==> config.mk <==
export PLATFORM = sky130hd
export DESIGN_NAME = t03_wb_multi_manager_flat
export DESIGN_NICKNAME = d
export VERILOG_FILES = /design/src/rtl/t03_wb_multi_manager_pkg.sv /design/src/rtl/t03_wb_multi_manager_if.sv /design/src/rtl/t03_wb_multi_manager_rr_arbiter.sv /design/src/rtl/t03_wb_multi_manager.sv /design/src/flat_wrapper.sv
export SDC_FILE = /design/constraint.sdc
export NUM_CORES = 1
export LEC_CHECK = 0
export CAP_MARGIN = 10
export CORE_AREA = 5 5 107 109
export DETAILED_ROUTE_END_ITERATION = 6
export DIE_AREA = 0 0 112 114
export DONT_BUFFER_PORTS = 1
export PLACE_DENSITY_LB_ADDON = 0.3
export SYNTH_ARGS = -nofsm -noshare
export SYNTH_HDL_FRONTEND = slang
export SYNTH_HIERARCHICAL = 1
export SYNTH_SLANG_ARGS = --single-unit
==> constraint.sdc <==
create_clock -name clock -period 5.8 [get_ports clock]
set_input_delay 1.16 -clock clock [delete_from_list [all_inputs] [get_ports clock]]
set_output_delay 1.16 -clock clock [all_outputs]
set_load 0.03 [all_outputs]
==> src/rtl/t03_wb_multi_manager_pkg.sv <==
// Shared types and default widths for the t03 multi-channel Wishbone manager.
// Optional watchdog is enabled by defining T03_WB_TIMEOUT_EN.
package t03_wb_pkg;

    localparam int T03_ADDR_W = 32;
    localparam int T03_DATA_W = 32;

    typedef enum logic [1:0] {
        IDLE = 2'd0,
        BUS  = 2'd1,
        DONE = 2'd2
    } wb_state_t;

    // Index width that stays legal for a single channel.
    function automatic int idx_w(input int n);
        return (n > 1) ? $clog2(n) : 1;
    endfunction

endpackage

==> src/rtl/t03_wb_multi_manager_if.sv <==
// Requester channels plus the Wishbone classic manager port, bundled.
// master = the manager block, slave = requesters and bus subordinate.
interface t03_wb_multi_manager_if #(
    parameter int NUM_CH = 2,
    parameter int ADDR_W = 32,
    parameter int DATA_W = 32
);
    localparam int SEL_W = DATA_W / 8;

    logic [NUM_CH-1:0]             req_read_i;
    logic [NUM_CH-1:0]             req_write_i;
    logic [NUM_CH-1:0][ADDR_W-1:0] req_adr_i;
    logic [NUM_CH-1:0][DATA_W-1:0] req_dat_i;
    logic [NUM_CH-1:0][SEL_W-1:0]  req_sel_i;
    logic [NUM_CH-1:0]             req_busy_o;
    logic [NUM_CH-1:0]             req_done_o;
    logic [NUM_CH-1:0]             req_err_o;
    logic [DATA_W-1:0]             req_dat_o;

    logic [ADDR_W-1:0] ADR_O;
    logic [DATA_W-1:0] DAT_O;
    logic [SEL_W-1:0]  SEL_O;
    logic              WE_O;
    logic              STB_O;
    logic              CYC_O;
    logic [DATA_W-1:0] DAT_I;
    logic              ACK_I;

    modport master (
        input  req_read_i, req_write_i, req_adr_i, req_dat_i, req_sel_i,
        output req_busy_o, req_done_o, req_err_o, req_dat_o,
        output ADR_O, DAT_O, SEL_O, WE_O, STB_O, CYC_O,
        input  DAT_I, ACK_I
    );

    modport slave (
        output req_read_i, req_write_i, req_adr_i, req_dat_i, req_sel_i,
        input  req_busy_o, req_done_o, req_err_o, req_dat_o,
        input  ADR_O, DAT_O, SEL_O, WE_O, STB_O, CYC_O,
        output DAT_I, ACK_I
    );

endinterface

==> src/rtl/t03_wb_multi_manager_rr_arbiter.sv <==
// Combinational round-robin pick: first pending channel after last_grant.
module t03_rr_arbiter
    import t03_wb_pkg::*;
#(
    parameter int  NUM_CH = 2,
    localparam int IDX_W  = idx_w(NUM_CH)
) (
    input  logic [NUM_CH-1:0] pending,
    input  logic [IDX_W-1:0]  last_grant,
    output logic [IDX_W-1:0]  grant,
    output logic              grant_valid
);

    always_comb begin
        grant       = '0;
        grant_valid = 1'b0;
        for (int i = 1; i <= NUM_CH; i++) begin
            if (!grant_valid && pending[(int'(last_grant) + i) % NUM_CH]) begin
                grant       = IDX_W'((int'(last_grant) + i) % NUM_CH);
                grant_valid = 1'b1;
            end
        end
    end

endmodule

==> src/rtl/t03_wb_multi_manager.sv <==
// Round-robin multi-channel Wishbone classic manager, one single-beat cycle at a time.
// Define T03_WB_TIMEOUT_EN to add the bus watchdog (abort with error pulse).
module t03_wb_multi_manager
    import t03_wb_pkg::*;
#(
    parameter int NUM_CH         = 2,
    parameter int ADDR_W         = T03_ADDR_W,
    parameter int DATA_W         = T03_DATA_W,
    parameter int TIMEOUT_CYCLES = 255
) (
    input  logic                   clock,
    input  logic                   reset,
    t03_wb_multi_manager_if.master wb
);

    localparam int SEL_W = DATA_W / 8;
    localparam int IDX_W = idx_w(NUM_CH);

    wb_state_t         state, state_n;
    logic [IDX_W-1:0]  gnt;
    logic [IDX_W-1:0]  last_grant;
    logic [IDX_W-1:0]  arb_grant;
    logic              arb_valid;
    logic              we_q;
    logic [ADDR_W-1:0] adr_q;
    logic [DATA_W-1:0] dat_q;
    logic [SEL_W-1:0]  sel_q;
    logic [DATA_W-1:0] rdat_q;
    logic [NUM_CH-1:0] done;
    logic              timeout;

    t03_rr_arbiter #(.NUM_CH(NUM_CH)) u_arb (
        .pending     (wb.req_read_i | wb.req_write_i),
        .last_grant  (last_grant),
        .grant       (arb_grant),
        .grant_valid (arb_valid)
    );

`ifdef T03_WB_TIMEOUT_EN
    localparam int CNT_W = $clog2(TIMEOUT_CYCLES + 1);

    logic [CNT_W-1:0] cnt;
    logic             err_q;

    // cnt holds completed BUS cycles, so the limit hits in the Nth one.
    always_ff @(posedge clock or posedge reset) begin
        if (reset) begin
            cnt <= '0;
        end else if (state != BUS) begin
            cnt <= '0;
        end else begin
            cnt <= cnt + 1'b1;
        end
    end

    assign timeout = (state == BUS) && (cnt == CNT_W'(TIMEOUT_CYCLES - 1));

    always_ff @(posedge clock or posedge reset) begin
        if (reset) begin
            err_q <= 1'b0;
        end else if (state == BUS) begin
            err_q <= timeout && !wb.ACK_I;
        end else if (state == DONE) begin
            err_q <= 1'b0;
        end
    end

    assign wb.req_err_o = done & {NUM_CH{err_q}};
`else
    assign timeout      = 1'b0;
    assign wb.req_err_o = '0;
`endif

    always_ff @(posedge clock or posedge reset) begin
        if (reset) begin
            state <= IDLE;
        end else begin
            state <= state_n;
        end
    end

    always_comb begin
        state_n = state;
        unique case (state)
            IDLE:    if (arb_valid) state_n = BUS;
            BUS:     if (wb.ACK_I || timeout) state_n = DONE;
            DONE:    state_n = IDLE;
            default: state_n = IDLE;
        endcase
    end

    always_ff @(posedge clock or posedge reset) begin
        if (reset) begin
            gnt        <= '0;
            last_grant <= IDX_W'(NUM_CH - 1);
            we_q       <= 1'b0;
            adr_q      <= '0;
            dat_q      <= '0;
            sel_q      <= '0;
            rdat_q     <= '0;
        end else begin
            if (state == IDLE && arb_valid) begin
                gnt   <= arb_grant;
                we_q  <= wb.req_write_i[arb_grant];
                adr_q <= wb.req_adr_i[arb_grant];
                dat_q <= wb.req_dat_i[arb_grant];
                sel_q <= wb.req_sel_i[arb_grant];
            end
            if (state == BUS && !we_q) begin
                if (wb.ACK_I) begin
                    rdat_q <= wb.DAT_I;
                end else if (timeout) begin
                    rdat_q <= '1;
                end
            end
            if (state == DONE) begin
                last_grant <= gnt;
            end
        end
    end

    always_comb begin
        done = '0;
        if (state == DONE) done[gnt] = 1'b1;
    end

    assign wb.req_done_o = done;
    assign wb.req_busy_o = (wb.req_read_i | wb.req_write_i) & ~done;
    assign wb.req_dat_o  = rdat_q;
    assign wb.ADR_O      = adr_q;
    assign wb.DAT_O      = dat_q;
    assign wb.SEL_O      = sel_q;
    assign wb.WE_O       = we_q;
    assign wb.CYC_O      = (state == BUS);
    assign wb.STB_O      = (state == BUS);

endmodule

==> src/flat_wrapper.sv <==
// flat-port wrapper written by rule: the top's interface ports become plain ports
module t03_wb_multi_manager_flat import t03_wb_pkg::*;
#(
    parameter int NUM_CH         = 2,
    parameter int ADDR_W         = T03_ADDR_W,
    parameter int DATA_W         = T03_DATA_W,
    parameter int TIMEOUT_CYCLES = 255
)
  (clock, reset, wb_req_read_i, wb_req_write_i, wb_req_adr_i, wb_req_dat_i, wb_req_sel_i, wb_req_busy_o, wb_req_done_o, wb_req_err_o, wb_req_dat_o, wb_ADR_O, wb_DAT_O, wb_SEL_O, wb_WE_O, wb_STB_O, wb_CYC_O, wb_DAT_I, wb_ACK_I);
  t03_wb_multi_manager_if #(.NUM_CH(NUM_CH), .ADDR_W(ADDR_W), .DATA_W(DATA_W)) wb_i ();
  input  logic clock;
  input  logic reset;
  input wire logic [$bits(wb_i.req_read_i)-1:0] wb_req_read_i;
  input wire logic [$bits(wb_i.req_write_i)-1:0] wb_req_write_i;
  input wire logic [$bits(wb_i.req_adr_i)-1:0] wb_req_adr_i;
  input wire logic [$bits(wb_i.req_dat_i)-1:0] wb_req_dat_i;
  input wire logic [$bits(wb_i.req_sel_i)-1:0] wb_req_sel_i;
  output wire logic [$bits(wb_i.req_busy_o)-1:0] wb_req_busy_o;
  output wire logic [$bits(wb_i.req_done_o)-1:0] wb_req_done_o;
  output wire logic [$bits(wb_i.req_err_o)-1:0] wb_req_err_o;
  output wire logic [$bits(wb_i.req_dat_o)-1:0] wb_req_dat_o;
  output wire logic [$bits(wb_i.ADR_O)-1:0] wb_ADR_O;
  output wire logic [$bits(wb_i.DAT_O)-1:0] wb_DAT_O;
  output wire logic [$bits(wb_i.SEL_O)-1:0] wb_SEL_O;
  output wire logic [$bits(wb_i.WE_O)-1:0] wb_WE_O;
  output wire logic [$bits(wb_i.STB_O)-1:0] wb_STB_O;
  output wire logic [$bits(wb_i.CYC_O)-1:0] wb_CYC_O;
  input wire logic [$bits(wb_i.DAT_I)-1:0] wb_DAT_I;
  input wire logic [$bits(wb_i.ACK_I)-1:0] wb_ACK_I;
  assign wb_i.req_read_i = wb_req_read_i;
  assign wb_i.req_write_i = wb_req_write_i;
  assign wb_i.req_adr_i = wb_req_adr_i;
  assign wb_i.req_dat_i = wb_req_dat_i;
  assign wb_i.req_sel_i = wb_req_sel_i;
  assign wb_req_busy_o = wb_i.req_busy_o;
  assign wb_req_done_o = wb_i.req_done_o;
  assign wb_req_err_o = wb_i.req_err_o;
  assign wb_req_dat_o = wb_i.req_dat_o;
  assign wb_ADR_O = wb_i.ADR_O;
  assign wb_DAT_O = wb_i.DAT_O;
  assign wb_SEL_O = wb_i.SEL_O;
  assign wb_WE_O = wb_i.WE_O;
  assign wb_STB_O = wb_i.STB_O;
  assign wb_CYC_O = wb_i.CYC_O;
  assign wb_i.DAT_I = wb_DAT_I;
  assign wb_i.ACK_I = wb_ACK_I;
  t03_wb_multi_manager #(.NUM_CH(NUM_CH), .ADDR_W(ADDR_W), .DATA_W(DATA_W), .TIMEOUT_CYCLES(TIMEOUT_CYCLES)) u_core (.clock(clock), .reset(reset), .wb(wb_i));
endmodule
==> flow_metrics.env, run 1 <==
export IMPL_clock_latency_ps=350
export IMPL_synth_ff_type="dfrtp_1"
export IMPL_drive_gt1_frac=0.6297
export IMPL_synth_seq_cells=105
export IMPL_synth_most_common_cell="mux2_2"
export IMPL_io_buffers=0
export IMPL_cp_start_kind="flop"
export IMPL_dp_cells=440
export IMPL_peakVddDrop_v=0.0004329
export IMPL_htree_levels=3
export IMPL_cts_setup_buffers=0
export IMPL_slew_violations=0
export IMPL_async_reset_ff_frac=1.000
export IMPL_grt_max_degree=72
export IMPL_met2_usage=0.2730
export IMPL_ctsResizeCount=0
export IMPL_drtPass1Iterations=3
export IMPL_yosys_cell_types_count=22
export IMPL_p_clk_frac=0.127
export IMPL_fp_dieH_um=114
export IMPL_min_path_cells=1
export IMPL_syn_instance_count=318
export IMPL_finalWeightedCongestion=0.7450
export IMPL_routed_wl_mm=10.61
export IMPL_reg2reg_depth=4
export IMPL_rsz0062_at_grt="no"
export IMPL_syn_area_um2=5060
export IMPL_grtUsageMet1=0.1706
export IMPL_r2r_end="u_core/wb.DAT_O[29]$_DFFE_PP0P_"
export IMPL_timing_final_crit_share=0.5812
export IMPL_endpoint_kind="primary output"
export IMPL_cts_tree="yes"
export IMPL_hp_start="u_core/last_grant$_DFFE_PP1N_"
export IMPL_yosys_top_cells_area="dfrtp_1 (51%), mux2_2 (31%), mux2_4 (8.9%)"
export IMPL_antenna_found_initial=0
export IMPL_core_region_area_um2=10510
export IMPL_fin_setup_tns_ps=0
export IMPL_cell_internal_pwr_w=0.001945
export IMPL_p_seq_frac=0.595
export IMPL_fillCellCount=896
export IMPL_ys_warn_count=6
export IMPL_die_w_um=112
export IMPL_hold_path_end="u_core/last_grant$_DFFE_PP1N_"
export IMPL_ys_seq_area_frac=0.5195
export IMPL_top_usage_layer="met2"
export IMPL_switchingPower_w=0.001661
export IMPL_status="finished, final reports clean"
export IMPL_cts_root_buf="clkbuf_8"
export IMPL_synth_enable_flop_cells=0
export IMPL_multi_input_area_um2=2183
export IMPL_crit_fanout=6
export IMPL_antenna_cells=0
export IMPL_nets=486
export IMPL_sw_frac_of_total=0.4606
export IMPL_final_antenna_net_count=0
export IMPL_synthTopCellsByCount="mux2_2 (141), dfrtp_1 (104), mux2_4 (30)"
export IMPL_crit_type="reg -> out"
export IMPL_fin_crit_ps=3371
export IMPL_area_growth_pct=3.388
export IMPL_synth_avg_cell_area_um2=15.91
export IMPL_start_util=0.4815
export IMPL_worst_slew_pin_slew_ps=1194
export IMPL_min_path_type="reg -> reg"
export IMPL_yosysTopAreaCell="dfrtp_1"
export IMPL_leakage_nw=2.190
export IMPL_synth_top_area_share=0.5143
export IMPL_r2r_start="u_core/last_grant$_DFFE_PP1N_"
export IMPL_wl_per_cell_um=23.26
export IMPL_fmax_mhz=296.7
export IMPL_ctsHoldBuffers=0
export IMPL_cts_buffers=9
export IMPL_max_cap_viol_count=0
export IMPL_final_seq_area_um2=2629
export IMPL_reg2reg_slack_ps=3520
export IMPL_grt_pass1_vias=2758
export IMPL_arrival_ps=2210
export IMPL_via_count=2543
export IMPL_drtIter0Drc=69
export IMPL_ios=284
export IMPL_hold_viol_final=0
export IMPL_power_frac_comb=0.279
export IMPL_cts_buffer_depth=2
export IMPL_powerDensity_nw_per_um2=689.3
export IMPL_fin_cells=456
export IMPL_hpwlAfterDp_mm=8.087
export IMPL_worstPathRequired_ps=4640
export IMPL_maxSlewHeadroom=0.2023
export IMPL_drc=0
export IMPL_cts_sinks=105
export IMPL_dieArea_um2=12770
export IMPL_gr_total_overflow=0
export IMPL_skew_ps=8.054
export IMPL_grt_total_usage=0.1579
export IMPL_grt_pass1_wl_mm=15.80
export IMPL_met3_usage=0.08011
export IMPL_via_per_inst=5.577
export IMPL_rows=38
export IMPL_clk_pin_slew_ps=100
export IMPL_report_final_setup_viol=0
## final cells by class
class	count	share of cell area
clock buffer	9	0.02368
clock inverter	7	0.01459
inverter	3	0.002631
multi-input combinational	188	0.4174
sequential	105	0.5025
tap	140	0.03348
timing repair buffer	4	0.005740
## metrics by stage
stage / power, W / cell area [µm²] / worst slack (ps) / hold WS, ps / util
after detailed placement: 0.003195 / 5031 / 2362 / 537.8 / 0.4788
after global placement: 0.003155 / 5031 / 2395 / 524.3 / 0.4788
final: 0.003606 / 5231 / 2429 / 551.7 / 0.4979
after floorplan: 0.003050 / 5064 / 1881 / 493.6 / -
after global routing: 0.003795 / 5231 / 2339 / 566.7 / 0.4979
after CTS: 0.003659 / 5231 / 2398 / 557.4 / 0.4979
## cell usage in the layout, fill, tap and decap left out
cell	n
inv_4	1
mux2_2	141
mux2_4	30
nor3b_2	1
a21o_1	2
clkinv_2	1
buf_4	4
nor3b_1	1
inv_6	3
inv_1	2
dfstp_2	1
nor4bb_4	1
and2b_2	1
or2_2	1
or2_1	1
and2_1	1
and3b_2	1
bufinv_16	1
a21boi_4	1
nor2b_1	1
nor2_1	2
conb_1	2
clkinvlp_4	2
or2b_1	1
dfrtp_1	104
clkbuf_8	9
## worst max-delay path by stage
stage                                            from                         endpoint  slack, ps  depth (start not counted)
after floorplan                                 reset           u_core/gnt$_DFFE_PP0P_       1880                          1
after global placement               wb_req_read_i[0]       u_core/wb.WE_O$_DFFE_PP0P_       2400                          5
after detailed placement             wb_req_read_i[0]  u_core/wb.DAT_O[29]$_DFFE_PP0P_       2360                          5
after CTS                 u_core/state[1]$_DFFE_PP0P_                 wb_req_busy_o[0]       2400                          2
after global routing      u_core/state[1]$_DFFE_PP0P_                 wb_req_busy_o[0]       2340                          2
final                     u_core/state[1]$_DFFE_PP0P_                 wb_req_busy_o[0]       2430                          2
## critical path, cell delays in order, from the launching register on
cell and delay [ps]:
dfrtp_1 480, nor3b_1 990, nor2b_1 390
## power groups by stage
stage | Clock (W) | Sequential [W] | Combinational [W]
floorplan | 0 | 0.00204 | 0.00101
global placement | 0 | 0.00217 | 0.000987
detailed placement | 0 | 0.00217 | 0.00102
CTS | 0.000475 | 0.00216 | 0.00102
global route | 0.000509 | 0.00220 | 0.00109
finish | 0.000456 | 0.00215 | 0.00100
## registers in the layout, indices dropped and copies added (netlist names)
signal and count:
u_core/wb.WE_O 1, u_core/state 2, u_core/wb.DAT_O 32, u_core/gnt 1, u_core/wb.req_dat_o 32, u_core/last_grant 1
u_core/wb.ADR_O 32, u_core/wb.SEL_O 4
## logic make-up after synthesis
logic type,share of synthesized area
AND/OR/NAND/NOR,0.01657
buffers and inverters,0.05589
AO/OA/AOI/OAI,0.004451
multiplexers,0.4028
other,0.0007411
flip-flops,0.5195
## routing by layer
metal,wire length [µm],vias up
met3,1271,9
met5,0,-
met1,3738,1264
met2,5469,168
li1,-,1102
met4,129,0
Note: power is estimated with default switching activity, not from simulation.
==> run 2: changes to the inputs <==
CORE_AREA = 5 5 106 108   (was 5 5 107 109)
DIE_AREA = 0 0 111 113   (was 0 0 112 114)
clock period = 3.08 ns   (was 5.8 ns; I/O delays follow)
==> run 2 against run 1 <==
Compared with the run above: clock power is 75% higher; critical path depth unchanged; first-iteration DRC count up 61%; power is 88% higher; worst setup slack worse by 1600 ps; routed wire length is 3.6% higher; sequential share of layout area fell by 0.20 points; core utilization up 2.0 points; clock skew down 2.0 ps; final cell count decreased by 0.44%; via count grew 0.51%; sequential power up 88%.
==> flow_metrics.env, run 2 (synthesis results as in run 1) <==
export IMPL_status="finished, final reports clean"
export IMPL_min_path_type="in -> async"
export IMPL_clock_latency_ps=360
export IMPL_critical_path_buf_inv_count=0
export IMPL_hold_viol_final=0
export IMPL_ctsHoldBuffers=0
export IMPL_report_final_setup_viol=0
export IMPL_grt_total_usage=0.1691
export IMPL_p_seq_frac=0.597
export IMPL_cp_slowest_cell="nor2_1"
export IMPL_clk_pin_slew_ps=100
export IMPL_ctsResizeCount=0
export IMPL_rows=37
export IMPL_final_antenna_net_count=0
export IMPL_area_growth_pct=3.808
export IMPL_routed_wl_mm=10.99
export IMPL_antenna_cells=0
export IMPL_drc=0
export IMPL_timing_final_crit_share=0.7346
export IMPL_final_common_cell="mux2_2"
export IMPL_max_cap_viol_count=0
export IMPL_leakage_nw=2.203
export IMPL_drtIter0Drc=111
export IMPL_cts_sinks=105
export IMPL_power_frac_comb=0.284
export IMPL_slowest_delay_ps=500
export IMPL_fin_setup_tns_ps=0
export IMPL_fmax_mhz=442.0
export IMPL_cell_internal_pwr_w=0.003617
export IMPL_worst_slew_pin_slew_ps=913.3
export IMPL_drtPass1Iterations=4
export IMPL_grt_pass1_vias=2799
export IMPL_cts_root_buf="clkbuf_8"
export IMPL_sw_frac_of_total=0.4654
export IMPL_fin_crit_ps=2263
export IMPL_cts_tree="yes"
export IMPL_cts_setup_buffers=0
export IMPL_crit_type="reg -> out"
export IMPL_hpwlAfterDp_mm=8.570
export IMPL_dr_max_layer_used="met4"
export IMPL_fp_dieH_um=113
export IMPL_switchingPower_w=0.003149
export IMPL_maxSlewHeadroom=0.3885
export IMPL_cp_top_family="simple AND/OR/NAND/NOR gates"
export IMPL_via_per_inst=5.630
export IMPL_dieArea_um2=12540
export IMPL_crit_fanout=6
export IMPL_start_util=0.4991
export IMPL_fin_cells=454
export IMPL_cp_start_kind="flop"
export IMPL_drive_gt1_frac=0.6321
export IMPL_cts_buffer_depth=2
export IMPL_wl_per_cell_um=24.20
export IMPL_peakVddDrop_v=0.0006164
export IMPL_htree_levels=3
export IMPL_rsz0062_at_grt="no"
export IMPL_finalWeightedCongestion=0.7708
export IMPL_cts_buffers=9
export IMPL_skew_ps=6.084
export IMPL_grt_pass1_wl_mm=16.59
export IMPL_gr_total_overflow=0
export IMPL_ios=284
export IMPL_grt_max_degree=69
export IMPL_dp_cells=438
export IMPL_antenna_found_initial=0
export IMPL_arrival_ps=1650
export IMPL_endpoint_kind="primary output"
export IMPL_worstPathRequired_ps=2460
export IMPL_wl_met3_mm=1.394
export IMPL_core_region_area_um2=10140
export IMPL_met1_length_mm=3.855
export IMPL_slew_violations=0
export IMPL_die_w_um=111
export IMPL_dr_wl_met2_mm=5.628
export IMPL_nets=488
export IMPL_via_count=2556
export IMPL_io_buffers=0
export IMPL_powerDensity_nw_per_um2=1288
export IMPL_p_clk_frac=0.118
export IMPL_final_cell_mix="mux2_2 (141), dfrtp_1 (104), mux2_4 (30), clkbuf_8 (9)"
export IMPL_crit_path_cell_trace="and3b_2 > nor2_1"
-- run 2: cell types whose count changed in the layout (fill, tap and decap cells not counted) --
cell	change
clkinvlp_4	-1
clkinv_4	+3
inv_6	+1
inv_4	-1
clkinv_2	-1
bufinv_16	-1
buf_12	+2
-- run 2: area by class of cell --
type | instances | area (µm²)
Fill cell | 841 | 4886
Multi-Input combinational cell | 188 | 2183
Timing Repair Buffer | 6 | 70.07
Clock buffer | 9 | 123.9
Tap cell | 136 | 170.2
Inverter | 3 | 15.01
Sequential cell | 105 | 2629
Clock inverter | 7 | 61.31
-- run 2: power by group through the flow --
stage               clock network (W)  registers [W]  logic, W
floorplan                           0        0.00384   0.00191
global placement                    0        0.00408   0.00188
detailed placement                  0        0.00409   0.00197
CTS                          0.000838        0.00407   0.00196
global route                 0.000889        0.00414   0.00209
finish                       0.000800        0.00404   0.00193
-- run 2: path summary, 6_finish.rpt --
check / from / slack, ps / endpoint / cells after the start
worst min-delay path: reset / 310 / u_core/wb.ADR_O[12]$_DFFE_PP0P_ / 2
worst min register to register: u_core/last_grant$_DFFE_PP1N_ / 540 / u_core/last_grant$_DFFE_PP1N_ / 1
max in group asynchronous: reset / 2270 / u_core/wb.SEL_O[0]$_DFFE_PP0P_ / 2
worst max-delay path: u_core/state[1]$_DFFE_PP0P_ / 820 / wb_req_busy_o[1] / 2
worst max register to register: u_core/state[0]$_DFFE_PP0P_ / 930 / u_core/wb.DAT_O[0]$_DFFE_PP0P_ / 3
min in group clock: wb_ACK_I / 380 / u_core/state[1]$_DFFE_PP0P_ / 1
-- run 2: metal layers --
metal | up-vias | GRT usage
met3 | 7 | 0.08877
li1 | 1115 | -
met4 | 0 | 0.05911
met1 | 1270 | 0.1876
met2 | 164 | 0.2799
met5 | - | 0
-- run 2: worst reg2reg max path, cell delays in order (launching register included) --
cell	delay [ps]
dfrtp_1	450
nor3b_2	780
buf_12	380
mux2_2	430
-- run 2: per-stage QoR --
stage          power (W)    util  instance area, µm²  hold slack, ps  worst slack, ps
5_1_grt         0.007117  0.5181                5253           356.7            692.7
3_5_place_dp    0.006052  0.4998                5067           520.2            519.6
3_3_place_gp    0.005968  0.4998                5067           515.9            584.6
6_report        0.006767  0.5181                5253           313.4            817.3
4_1_cts         0.006867  0.5181                5253           315.9            760.5
2_1_floorplan   0.005744       -                5067           493.6            911.5
